**src/rtl/board_port_arbiter.sv**
```systemverilog
// Arbitrates the shared board-memory port between the game FSM (G), the victory checker (C)
// and the display scanner (D), and returns read data tagged to the requester that issued it.
module board_port_arbiter #(
  parameter int ROW_BITS     = 3,
  parameter int COL_BITS     = 3,
  parameter int READ_LATENCY = 1,
  parameter int STARVE_LIMIT = 15
) (
  input  logic                clk,
  input  logic                rst_n,
  input  logic                g_req,
  input  logic [ROW_BITS-1:0] g_row,
  input  logic [COL_BITS-1:0] g_col,
  input  logic                g_write,
  input  logic [1:0]          g_wdata,
  output logic                g_gnt,
  output logic                g_rvalid,
  input  logic                c_req,
  input  logic [ROW_BITS-1:0] c_row,
  input  logic [COL_BITS-1:0] c_col,
  output logic                c_gnt,
  output logic                c_rvalid,
  input  logic                d_req,
  input  logic [ROW_BITS-1:0] d_row,
  input  logic [COL_BITS-1:0] d_col,
  output logic                d_gnt,
  output logic                d_rvalid,
  output logic [ROW_BITS-1:0] mem_row,
  output logic [COL_BITS-1:0] mem_col,
  output logic                mem_write,
  output logic [1:0]          mem_wdata,
  input  logic [1:0]          mem_rdata,
  output logic [1:0]          rdata,
  output logic                d_promoted
);

  typedef enum logic [1:0] {
    TAG_NONE = 2'd0,
    TAG_G    = 2'd1,
    TAG_C    = 2'd2,
    TAG_D    = 2'd3
  } tag_t;

  localparam logic [7:0] LIMIT = 8'(STARVE_LIMIT);

  tag_t                tag_pipe [READ_LATENCY];
  tag_t                push_tag;
  tag_t                ret_tag;
  logic [ROW_BITS-1:0] row_q;
  logic [COL_BITS-1:0] col_q;
  logic [7:0]          starve_cnt;
  logic [7:0]          starve_nxt;
  logic                promoted_q;

  // Grants are suppressed while reset is held so nothing reaches the memory port.
  always_comb begin
    g_gnt = 1'b0;
    c_gnt = 1'b0;
    d_gnt = 1'b0;
    if (rst_n) begin
      if (!promoted_q) begin
        if (g_req)      g_gnt = 1'b1;
        else if (c_req) c_gnt = 1'b1;
        else if (d_req) d_gnt = 1'b1;
      end else begin
        if (g_req && g_write)       g_gnt = 1'b1;
        else if (d_req)             d_gnt = 1'b1;
        else if (g_req && !g_write) g_gnt = 1'b1;
        else if (c_req)             c_gnt = 1'b1;
      end
    end
  end

  always_comb begin
    mem_row   = row_q;
    mem_col   = col_q;
    mem_write = g_gnt & g_write;
    mem_wdata = g_gnt ? g_wdata : 2'b00;
    push_tag  = TAG_NONE;
    if (g_gnt) begin
      mem_row  = g_row;
      mem_col  = g_col;
      push_tag = g_write ? TAG_NONE : TAG_G;
    end else if (c_gnt) begin
      mem_row  = c_row;
      mem_col  = c_col;
      push_tag = TAG_C;
    end else if (d_gnt) begin
      mem_row  = d_row;
      mem_col  = d_col;
      push_tag = TAG_D;
    end
  end

  // Address shadow keeps the port stable on idle cycles.
  always_ff @(posedge clk or negedge rst_n) begin
    if (!rst_n) begin
      row_q <= '0;
      col_q <= '0;
    end else if (g_gnt || c_gnt || d_gnt) begin
      row_q <= mem_row;
      col_q <= mem_col;
    end
  end

  always_ff @(posedge clk or negedge rst_n) begin
    if (!rst_n) begin
      for (int i = 0; i < READ_LATENCY; i++) tag_pipe[i] <= TAG_NONE;
    end else begin
      tag_pipe[0] <= push_tag;
      for (int i = 1; i < READ_LATENCY; i++) tag_pipe[i] <= tag_pipe[i-1];
    end
  end

  always_comb begin
    ret_tag  = tag_pipe[READ_LATENCY-1];
    g_rvalid = (ret_tag == TAG_G);
    c_rvalid = (ret_tag == TAG_C);
    d_rvalid = (ret_tag == TAG_D);
    rdata    = mem_rdata;
  end

  // Promotion is computed from the next count so D wins on the cycle after the limit-th denial.
  always_comb begin
    starve_nxt = 8'd0;
    if (d_req && !d_gnt) begin
      starve_nxt = (starve_cnt >= LIMIT) ? LIMIT : starve_cnt + 8'd1;
    end
  end

  always_ff @(posedge clk or negedge rst_n) begin
    if (!rst_n) begin
      starve_cnt <= 8'd0;
      promoted_q <= 1'b0;
    end else begin
      starve_cnt <= starve_nxt;
      promoted_q <= (starve_nxt == LIMIT);
    end
  end

  assign d_promoted = promoted_q;

endmodule

```
**config.mk**
```make
export PLATFORM = sky130hd
export DESIGN_NAME = board_port_arbiter
export DESIGN_NICKNAME = d
export VERILOG_FILES = /design/src/rtl/board_port_arbiter.sv
export SDC_FILE = /design/constraint.sdc
export NUM_CORES = 1
export LEC_CHECK = 0
export ABC_AREA = 1
export ABC_CLOCK_PERIOD_IN_PS = 3450
export BUFFER_PORTS_ARGS = -buffer_cell sky130_fd_sc_hd__buf_2
export CORE_MARGIN = 4
export CORE_UTILIZATION = 48
export CTS_CLUSTER_DIAMETER = 80
export CTS_CLUSTER_SIZE = 10
export DETAILED_ROUTE_END_ITERATION = 8
export MAX_ROUTING_LAYER = met4
export PLACE_DENSITY = 0.81
export SLEW_MARGIN = 5
export SYNTH_ARGS = -nofsm -noshare
export SYNTH_HDL_FRONTEND = slang
export SYNTH_SLANG_ARGS = --single-unit
```
**constraint.sdc**
```tcl
create_clock -name clk -period 3.45 [get_ports clk]
set_input_delay 0 -clock clk [delete_from_list [all_inputs] [get_ports clk]]
set_output_delay 0 -clock clk [all_outputs]
set_load 0.01 [all_outputs]
```
==> reports/results.md <==
### Clock tree
* **number of H-tree levels** 1
* **TritonCTS clock tree** yes
* **number of buffers added by the clock tree synthesis step** 3
* **maximum buffer depth of the clock tree** 2
* **clock network latency to the later pin of the worst-skew pair** 0.29 ns
* **clk sinks** 17
* **PostCTS Resize Cnt** 0
* **clock tree root buffer cell** clkbuf_4

### Power and ir drop
* **reported net switching power** 0.146 mW
* **power share of the clock group** 0.232
* **part of the total power dissipated in combinational logic** 0.270
* **Switching Fraction** 0.315
* **Max rail drop VDD** 0.212 mV
* **overall power** 0.463 mW
* **power density relative to cell area** 364 nW/um^2
* **Int Power** 0.317 mW
* **relative contribution of sequential cells to total power** 0.497
* **static leakage** 0.754 nW

### Setup path
* **Max FO, Critical Path** 20
* **critical path capture point type** output pin
* **Cell Chain, Critical Path** dlygate4sd3_1, buf_2, nand2_1, inv_1, nand3_1, nand4_1, nand3_1, buf_2
* **master of the slowest instance on the critical path** dlygate4sd3_1
* **Worst path top cell family by delay** buffers and inverters
* **critical path data arrival time** 1.96 ns
* **critical path's largest stage delay** 0.54 ns
* **Setup Crit Path Kind** input pin to output pin
* **critical path required time** 3.45 ns
* **worst path bufs/invs** 4
* **kind of start point of the critical path** input pin

### STA
* **Fin Hold WS** 0.000113 ns
* **setup total negative slack** 0 ns
* **setup-violating endpoint count in the final report** 0
* **Worst Skew** 0.00435 ns
* **total count of hold-check failures in the final report** 0
* **RSZ-0062 raised after global routing** no
* **time the final worst path needs with I/O delays and setup** 1.96 ns
* **Tcrit/Tclk final** 0.569
* **maximum operating frequency** 509 MHz
* **Max Transition Viols Final** 0

### GRT
* **global-route track usage on met1** 0.236
* **GR met3 Demand/Resource** 0.0313
* **most congested layer reported by global routing** met2
* **Overflow after GRT** 0
* **antenna violations before repair** 0
* **pin count of the biggest net entering global routing** 21
* **first-pass GRT wire length** 4300 um
* **global routing usage on met2** 0.395
* **global-route total usage across every layer** 0.224
* **vias in the first global route** 985

### Final layout
* **share of cells above drive strength 1** 0.286
* **post-layout instance count excluding filler cells** 200
* **antenna fix cells** 0
* **# nets final** 205
* **share of the core filled with cells** 0.706
* **Area Overhead vs Synth** 34.7%

### Synthesis
* **Unique masters post-synth** 18
* **number of warnings printed during yosys synthesis** 0
* **synthesized area divided by synthesized cell count** 7.73 um^2
* **Cell Area, Synth** 943 um^2
* **synthesized instance count** 122
* **synthesized flop and latch total** 17
* **fraction of the yosys area taken by sequential cells** 0.451

### Die
* **core region area** 1800 um^2
* **die boundary width** 52.3 um
* **die footprint** 2740 um^2
* **count of pins on the block boundary** 46
* **Starting Density** 0.524
* **num rows** 15
* **die extent in y** 52.3 um

### Worst hold path
* **worst min path class** input pin to output pin

### Job
* **max-cap violations** 0

### Routing
* **Avg WL per Cell** 13.4 um
* **total iterations of the first detailed-routing run** 4
* **First DRT Iteration DRCs** 25
* **# DRC** 0
* **total wire length after detailed routing** 2670 um
* **routed vias/inst** 5.06
* **detailed-route via count** 1012
* **count of antenna-violating nets left after detailed routing** 0

### Placement
* **post-placement cell count** 188
* **last weighted congestion value of the routability-driven placer** 0.848
* **DPL Wire Length** 1840 um
* **quantity of I/O buffers inserted on ports** 41

### Outcome
* **status** completed

[cell usage in the layout, fill, tap and decap left out, types with 3 or more instances in the layout]
| cell type | n |
|---|---|
| dfrtp_1 | 17 |
| conb_1 | 4 |
| nand3_1 | 22 |
| nand2_2 | 3 |
| buf_2 | 41 |
| a21oi_1 | 4 |
| nand4_1 | 12 |
| inv_1 | 21 |
| nand2_1 | 23 |
| clkbuf_4 | 3 |
| nor2_1 | 9 |
| dlygate4sd3_1 | 8 |
[sequential cells by signal (all words and copies together) (netlist names)]
signal,count
ret_tag,2
d_promoted,1
row_q,3
starve_cnt,8
col_q,3
[cell families (layout without fill, tap and decap cells)]
group,count (synthesis),count (layout),share of synthesized area
AO/OA/AOI/OAI,6,6,0.0438
XOR/XNOR,2,2,0.0186
adder cells (fa/ha/maj),1,1,0.0133
buffers and inverters,25,75,0.115
flip-flops,17,17,0.451
other,1,4,0.00397
AND/OR/NAND/NOR,70,70,0.354
[cells in the mapped netlist, drive strengths merged]
| master | n | share of area |
|---|---|---|
| a21oi | 5 | 0.038 |
| buf | 3 | 0.028 |
| conb | 1 | 0.0040 |
| dfrtp | 17 | 0.45 |
| ha | 1 | 0.013 |
| inv | 22 | 0.088 |
| nand2 | 26 | 0.11 |
| nand3 | 23 | 0.13 |
| nand4 | 12 | 0.080 |
| nor2 | 9 | 0.036 |
| o21ai | 1 | 0.0053 |
| xnor2 | 1 | 0.0093 |
| xor2 | 1 | 0.0093 |
[timing repair]
| item | 4_1_cts | 5_1_grt |
|---|---|---|
| setup buffers | 0 | 0 |
| hold buffers | 8 | 0 |
| endpoints found under the hold margin | 24 | 0 |
[layer usage]
metal | up-vias | wire length (um)
met5 | - | 0
met4 | 0 | 98
met3 | 15 | 165
met2 | 58 | 1380
met1 | 442 | 1030
li1 | 497 | -
[final timing paths]
check,start,endpoint,slack [ns],cells past startpoint
worst max-delay path,rst_n,mem_row[1],1.49,8
worst min-delay path,mem_rdata[0],rdata[0],0.0001,0
worst max register to register,starve_cnt[0],d_promoted,2.05,7
max in group asynchronous,rst_n,d_promoted,2.93,2
min in group asynchronous,rst_n,starve_cnt[5],0.21,2
worst min register to register,col_q[0],col_q[0],0.57,2
[power groups by stage]
stage	clock network (mW)	logic (mW)	registers, mW
3_5_place_dp	0	0.113	0.234
4_1_cts	0.106	0.121	0.230
6_report	0.108	0.125	0.230
2_1_floorplan	0	0.0682	0.232
5_1_grt	0.116	0.139	0.232
3_3_place_gp	0	0.111	0.232
[through the flow]
stage | setup WS (ns) | instance area, um^2
after CTS | 1.58 | 1270
after global placement | 2.10 | 1160
after global routing | 1.30 | 1270
final | 1.49 | 1270
after detailed placement | 2.07 | 1160
after floorplan | 2.20 | 955
[layout make-up]
class,instances,area [um^2]
fillers,162,531
flip-flops and latches,17,425
multi-input cells,83,420
repair buffers,49,285
inverters,22,82.6
well taps,25,31.3
clock buffers,4,26.3
Power figures use the tool's default switching activity.
